## src/rtl/yc_wrr_lock_arb.sv

```systemverilog
// Weighted round-robin arbiter with packet lock: each owner gets up to weight[i]
// packets per turn, and a grant is pinned from a packet's first flit to its last flit.
module yc_wrr_lock_arb #(
  parameter int unsigned N  = 5,
  parameter int unsigned WW = 4,
  localparam int unsigned PW = (N <= 2) ? 1 : $clog2(N)
) (
  input  logic              clk,
  input  logic              rst_n,
  input  logic [N-1:0]      req_i,
  input  logic [N-1:0]      last_i,
  input  logic [N*WW-1:0]   weight_i,
  input  logic              ready_i,
  output logic [N-1:0]      gnt_o,
  output logic [PW-1:0]     gnt_idx_o,
  output logic              xfer_o,
  output logic              locked_o
);

  localparam logic [PW-1:0] LAST_IDX = PW'(N - 1);

  typedef enum logic {
    ST_OPEN = 1'b0,
    ST_LOCK = 1'b1
  } state_e;

  state_e          state_q, state_d;
  logic [PW-1:0]   ptr_q, ptr_d;
  logic [WW-1:0]   cnt_q, cnt_d;

  logic            scan_hit;
  logic [PW-1:0]   scan_idx;
  logic [PW-1:0]   cand;
  logic            g_any;
  logic [PW-1:0]   g_idx;
  logic [WW-1:0]   g_wt;
  logic [WW-1:0]   effw;
  logic [WW-1:0]   used;
  logic [PW-1:0]   nxt_ptr;
  logic            xfer_c;

  // Rotating priority scan starting at ptr, wrapping modulo N
  always_comb begin
    scan_hit = 1'b0;
    scan_idx = '0;
    cand     = '0;
    for (int unsigned k = 0; k < N; k++) begin
      cand = PW'((32'(ptr_q) + k) % N);
      if (!scan_hit && req_i[cand]) begin
        scan_hit = 1'b1;
        scan_idx = cand;
      end
    end
  end

  // A locked owner keeps the grant even while its request is low
  always_comb begin
    g_any = scan_hit;
    g_idx = scan_idx;
    if (state_q == ST_LOCK) begin
      g_any = 1'b1;
      g_idx = ptr_q;
    end
  end

  always_comb begin
    g_wt = '0;
    for (int unsigned i = 0; i < N; i++) begin
      if (PW'(i) == g_idx) begin
        g_wt = weight_i[i*WW +: WW];
      end
    end
  end

  assign effw    = (g_wt == '0) ? WW'(1) : g_wt;
  assign used    = (g_idx == ptr_q) ? (cnt_q + WW'(1)) : WW'(1);
  assign nxt_ptr = (g_idx == LAST_IDX) ? '0 : (g_idx + PW'(1));
  assign xfer_c  = g_any & req_i[g_idx] & ready_i;

  assign gnt_o     = g_any ? (N'(1) << g_idx) : '0;
  assign gnt_idx_o = g_any ? g_idx : '0;
  assign xfer_o    = xfer_c;
  assign locked_o  = (state_q == ST_LOCK);

  // Next-state: state only moves on a transferred flit
  always_comb begin
    state_d = state_q;
    ptr_d   = ptr_q;
    cnt_d   = cnt_q;
    if (xfer_c) begin
      if (!last_i[g_idx]) begin
        state_d = ST_LOCK;
        ptr_d   = g_idx;
        if (g_idx != ptr_q) begin
          cnt_d = '0;
        end
      end else begin
        state_d = ST_OPEN;
        if (used >= effw) begin
          ptr_d = nxt_ptr;
          cnt_d = '0;
        end else begin
          ptr_d = g_idx;
          cnt_d = used;
        end
      end
    end
  end

  always_ff @(posedge clk or negedge rst_n) begin
    if (!rst_n) begin
      state_q <= ST_OPEN;
      ptr_q   <= '0;
      cnt_q   <= '0;
    end else begin
      state_q <= state_d;
      ptr_q   <= ptr_d;
      cnt_q   <= cnt_d;
    end
  end

endmodule

```

## config.mk

```make
export PLATFORM = sky130hd
export DESIGN_NAME = yc_wrr_lock_arb
export DESIGN_NICKNAME = d
export VERILOG_FILES = /design/src/rtl/yc_wrr_lock_arb.sv
export SDC_FILE = /design/constraint.sdc
export NUM_CORES = 1
export LEC_CHECK = 0
export BUFFER_PORTS_ARGS = -buffer_cell sky130_fd_sc_hd__buf_2
export CAP_MARGIN = 40
export CORE_UTILIZATION = 25
export CTS_CLUSTER_SIZE = 8
export DETAILED_ROUTE_END_ITERATION = 7
export HOLD_SLACK_MARGIN = 0.12
export PLACE_DENSITY = 0.43
export RECOVER_POWER = 100
export SYNTH_ARGS = -nofsm -noshare
export SYNTH_HDL_FRONTEND = slang
export SYNTH_SLANG_ARGS = --single-unit
export TNS_END_PERCENT = 1
```

## constraint.sdc

```tcl
create_clock -name clk -period 14.85 [get_ports clk]
set_input_delay 2.97 -clock clk [delete_from_list [all_inputs] [get_ports clk]]
set_output_delay 2.97 -clock clk [all_outputs]
set_load 0.03 [all_outputs]
```

# After elaboration in Yosys (flattened, before gate mapping)
# Index checks and enable logic that the tools add are counted.
# totals
ff_bits	8
inputBits	33
out_inout_bits	10
# classes
n_addsub	6
div_mod_pow	5
order_cmp	7
eq_ne	7
shifts	1
mux	42
bitwise_logic	2
n_reduce_logical	12
# ops
op	count
$mod 32x3->32 const B	4
$mux 4	10
$mod 3x3->32 const B	1
$mux 3	10
$lt 3x4->1 const B	6
$bmux 1 s3	7
$mux 1	14
$add 3x2->4 const B	2
$eq 2x3->1 const A	2
$mux 5	1
$shl 1x3->5 const A	1
$add 3x1->4 const B	1
$add 3x3->4 const B	1
$add 4x1->4 const B	1
$ge 4x4->1	1
$logic_and 1x1->1	4
$logic_not 1->1	4
$logic_not 4->1	1
$add 3x1->3 const B	1
$eq 1x3->1 const A	1
$eq 3x3->1	1
$eq 3x3->1 const A	1
$eq 3x3->1 const B	1
$logic_not 3->1	1
other kinds (4)	5

# Longest topological paths before layout
# depth
depth_word	28
ltp_mapped	42
ltp_nobuf	37

# Worst setup path before layout
# OpenSTA, ideal clock, no wires.
# synth_path
kind	input -> output
start	in req_i[0]
end	out gnt_o[4]
t_arrival_ns	5.905
required_ns	11.880
setup_slack_ns	5.975
cell_stages	16
n_path_buf	3
path_cell_list	clkbuf_1 mux2i_1 nand3_1 o31ai_1 or4_1 and3_1 clkbuf_1 nor3_2 and4_4 a211oi_2 nor2_1 nor2_4 inv_2 ha_1 and2_1 clkbuf_1
# synth_between
elab_chain_cells	18
elab_cells_between_ends	32
cone_classes	shift: 1; mux: 23; reduce/logical: 8
# synth_rtl
element	line_no	text
from (decl)	10	input logic [N-1:0] req_i,
$bmux 1 s3	49	if (!scan_hit && req_i[cand]) begin
$mux 1 (implied by the code)	49	
$mux 1	49	
$logic_not 1->1	49	
$logic_and 1x1->1	49	
$mux 1	49	
$logic_not 1->1	49	
$logic_and 1x1->1	49	
(+2 left out)	-	
$logic_and 1x1->1	49	
$mux 1	49	
$logic_not 1->1	49	
$logic_and 1x1->1	49	
$mux 3	49	
$mux 3	60	if (state_q == ST_LOCK) begin
$shl 1x3->5	80	assign gnt_o = g_any ? (N'(1) << g_idx) : '0;
$mux 5 (*)	80	
to (decl)	14	output logic [N-1:0] gnt_o,
# Mark *: on every way between the ends. The rest lies on a longest branch, timed or not. The select of a mux whose other input is x is not followed.

# Final worst setup path
# layout_path
start	reg ptr_q[1]
end	out xfer_o
# layout_between
elab_chain_cells	21
elab_cells_between_ends	43
cone_classes	add/sub: 4; div: 5; mux: 24; bitwise: 2; reduce/logical: 8
# layout_rtl
element	line_no	text
from (decl)	28	logic [PW-1:0] ptr_q, ptr_d;
from (signal assigned)	117	ptr_q <= ptr_d;
parallel branches: the longest is 19 deep, another holds $mod 32x3->32	-	
$and 1x1->1 (*) (2 in series)	78	assign xfer_c = g_any & req_i[g_idx] & ready_i;
to (decl)	16	output logic xfer_o,
# Every way passes the cells marked *. The select of a mux whose other input is x is not followed.

==> impl_metrics.tcl <==
set metrics [dict create \
    worstPathRequired_ns 11.88 \
    place.gp.congestion 0.822 \
    rr_worst_depth 32 \
    numCtsBuffers 3 \
    ys_types 85 \
    postSynthCellCount 410 \
    antenna-diode-count 0 \
    synth-edff-count 0 \
    async_flop_share_pct 100 \
    grt_start_max_net_pins 40 \
    fillers 1259 \
    hold_viol 0 \
    crit_end "xfer_o" \
    tightest_slew_ns 0.972 \
    start_util_pct 25.9 \
    synth-xor-area-share_pct 2.85 \
    via_per_inst 5.64 \
    vias 3249 \
    synth_adder_area_share_pct 11.8 \
    status "finished with violations" \
    fin_ws_ns 4.31 \
    first_global_vias 3047 \
    fin_crit_ns 10.54 \
    fin_area_um2 3280 \
    slew_viol_final 0 \
    clock_sinks 8 \
    synth_warnings 0 \
    die_height_um 111 \
    drt_iter0_markers 327 \
    nNetsFinal 496 \
    synth_top_family_by_area "compound AO/OA/AOI/OAI gates" \
    seq_area_frac_synth_pct 6.72 \
    r2r-end "cnt_q[2]$_DFFE_PN0P_" \
    fmax_mhz 94.9 \
    r2r_slack_ns 5.28 \
    pre_cts_ws_ns 5.44 \
    ys.flop_type "dfrtp_1" \
    grtUsageTotal_pct 15.4 \
    finalCritPeriodShare_pct 71.0 \
    netlist_area_um2 2980 \
    die-area_um2 12400 \
    drc 2 \
    worst-setup-path-type "reg -> out" \
    cp_max_fo 17 \
    synth_compound_area_share_pct 34.8 \
    start_kind "flip-flop" \
    dp.cells 573 \
    worst_hold_path_type "reg -> reg" \
    synthesis.nets 471 \
    crit_start "ptr_q[1]$_DFFE_PN0P_" \
    fin_cells 576 \
    clock_latency_ns 0.23 \
    io_buffers 42 \
    drtPass1Iterations 6 \
    routedWlPerCell_um 16.6 \
    yosys-top-cells-area "ha_1, dfrtp_1, nand2_1" \
    ctsResizeCount 0 \
    cts_setup_buffers 0 \
    syn_to_final_growth_pct 10.2 \
    synth_most_common_cell "nand2_1" \
    drive_gt1_share_pct 14.8 \
    synth_simple_gate_area_share_pct 30.7 \
    arrival_ns 7.57 \
    synth_top_cell_area_share_pct 11.8 \
    antenna_found_initial 0 \
    crit_path_end_kind "output port" \
    die_w_um 111 \
    hpwl_mm 7.28 \
    ys_ff_latch 8 \
    htreeDepth 1 \
    cts.path.max_buffers 2 \
    drv_cap 0 \
    rr_startpoint "ptr_q[1]$_DFFE_PN0P_" \
    grt_pass1_wl_mm 15.8 \
    tns_ns 0 \
    path_clk_slew_ns 0.04 \
    cts_tree "built" \
    yosysTopAreaCell "ha_1" \
    synth_common_cells "nand2_1, ha_1, a21oi_1" \
    core-area_um2 11500 \
    rows 39 \
    rsz0062_at_grt "no" \
    final_antenna_net_count 0 \
    syn_area_per_cell_um2 7.27 \
    grt_overflow 0 \
    cts_hold_buf 0 \
    routed_wl_mm 9.54 \
    io_pins 43 \
    ctsRootBufferMaster "clkbuf_16" \
    synthMuxAreaShare_pct 5.96 \
    slew_headroom_pct 35.2 \
    fin_skew_ns 0.00178 \
    setup_viol 0 \
    postPlaceCellArea_um2 3250 \
    violations "design-rule violations" \
]
[worst min-delay path by stage]
stage                               startpoint                    to  slack, ns  cells after the start
after global routing      cnt_q[3]$_DFFE_PN0P_  cnt_q[3]$_DFFE_PN0P_       0.66                      2
after floorplan           cnt_q[0]$_DFFE_PN0P_  cnt_q[0]$_DFFE_PN0P_       0.53                      2
after global placement    cnt_q[0]$_DFFE_PN0P_  cnt_q[0]$_DFFE_PN0P_       0.62                      2
after detailed placement  cnt_q[0]$_DFFE_PN0P_  cnt_q[0]$_DFFE_PN0P_       0.59                      2
final                     cnt_q[0]$_DFFE_PN0P_  cnt_q[0]$_DFFE_PN0P_       0.61                      2
after CTS                 cnt_q[0]$_DFFE_PN0P_  cnt_q[0]$_DFFE_PN0P_       0.61                      2
[sequential cells by signal (all words and copies together) (netlist names)]
| signal | cells |
|---|---|
| cnt_q | 4 |
| ptr_q | 3 |
| locked_o | 1 |
[logic make-up (layout without fill, tap and decap cells)]
group,count (synthesis),count (layout)
buffers and inverters,44,67
multiplexers,15,15
AO/OA/AOI/OAI,138,138
AND/OR/NAND/NOR,169,169
XOR/XNOR,8,8
adder cells (fa/ha/maj),28,28
flip-flops,8,8
[stage by stage]
stage                     hold WS, ns  util, %
after floorplan                 0.533        -
after global placement          0.617     28.2
after detailed placement        0.592     28.2
after CTS                       0.612     28.9
after global routing            0.657     28.5
final                           0.614     28.5
[layer usage]
layer	share of wire [%]	GRT usage [%]	vias to the layer above
met5	0	0	-
met4	0.64	2.52	0
met3	2.7	0.820	7
met2	47	25.7	78
met1	50	22.0	1549
li1	-	-	1615
[worst max-delay path: stages (launching register included)]
cell and delay, ns:
dfrtp_1 0.31, clkbuf_1 0.72, inv_1 0.55, ha_1 0.72, inv_1 0.20, ha_1 0.25, or3_1 0.36, nand2_1 0.11
xnor2_1 0.29, ha_1 0.24, inv_1 0.04, a22o_1 0.25, and4_1 0.20, o211ai_1 0.44, nand4_1 0.17, or3_1 0.36
and4b_1 0.21, nor2_1 0.41, inv_1 0.18, a31oi_1 0.51, and2_0 0.51, buf_2 0.29
[area by class of cell]
type | instances | area (µm²) | area share [%]
flip-flops and latches | 8 | 200 | 6.10
well taps | 143 | 179 | 5.45
multi-input cells | 358 | 2540 | 77.3
inverters | 19 | 71.3 | 2.17
repair buffers | 45 | 220 | 6.70
clock buffers | 3 | 75.1 | 2.29
[cell usage in the layout (no fill, tap or decap), types with 4 or more instances in the layout]
| cell | n |
|---|---|
| nor4_1 | 6 |
| o31ai_1 | 4 |
| nand3_1 | 18 |
| xnor2_1 | 6 |
| and2_1 | 5 |
| a21boi_0 | 4 |
| and3_1 | 6 |
| nand4_1 | 8 |
| mux2i_1 | 11 |
| a222oi_1 | 4 |
| a31oi_1 | 8 |
| nor2b_1 | 5 |
| o21a_1 | 5 |
| nor2_1 | 24 |
| ha_1 | 28 |
| dfrtp_1 | 8 |
| nor3_1 | 6 |
| o22ai_1 | 4 |
| inv_1 | 18 |
| o221ai_1 | 4 |
| o21ai_0 | 22 |
| a21o_1 | 9 |
| o211ai_1 | 7 |
| clkbuf_1 | 8 |
| nand2_1 | 45 |
| buf_2 | 35 |
| nand2b_1 | 13 |
| a21oi_1 | 25 |
| or4_1 | 4 |
Power is not shown: default switching activity piles up to over one toggle a cycle in this logic, so the estimate is an artifact.
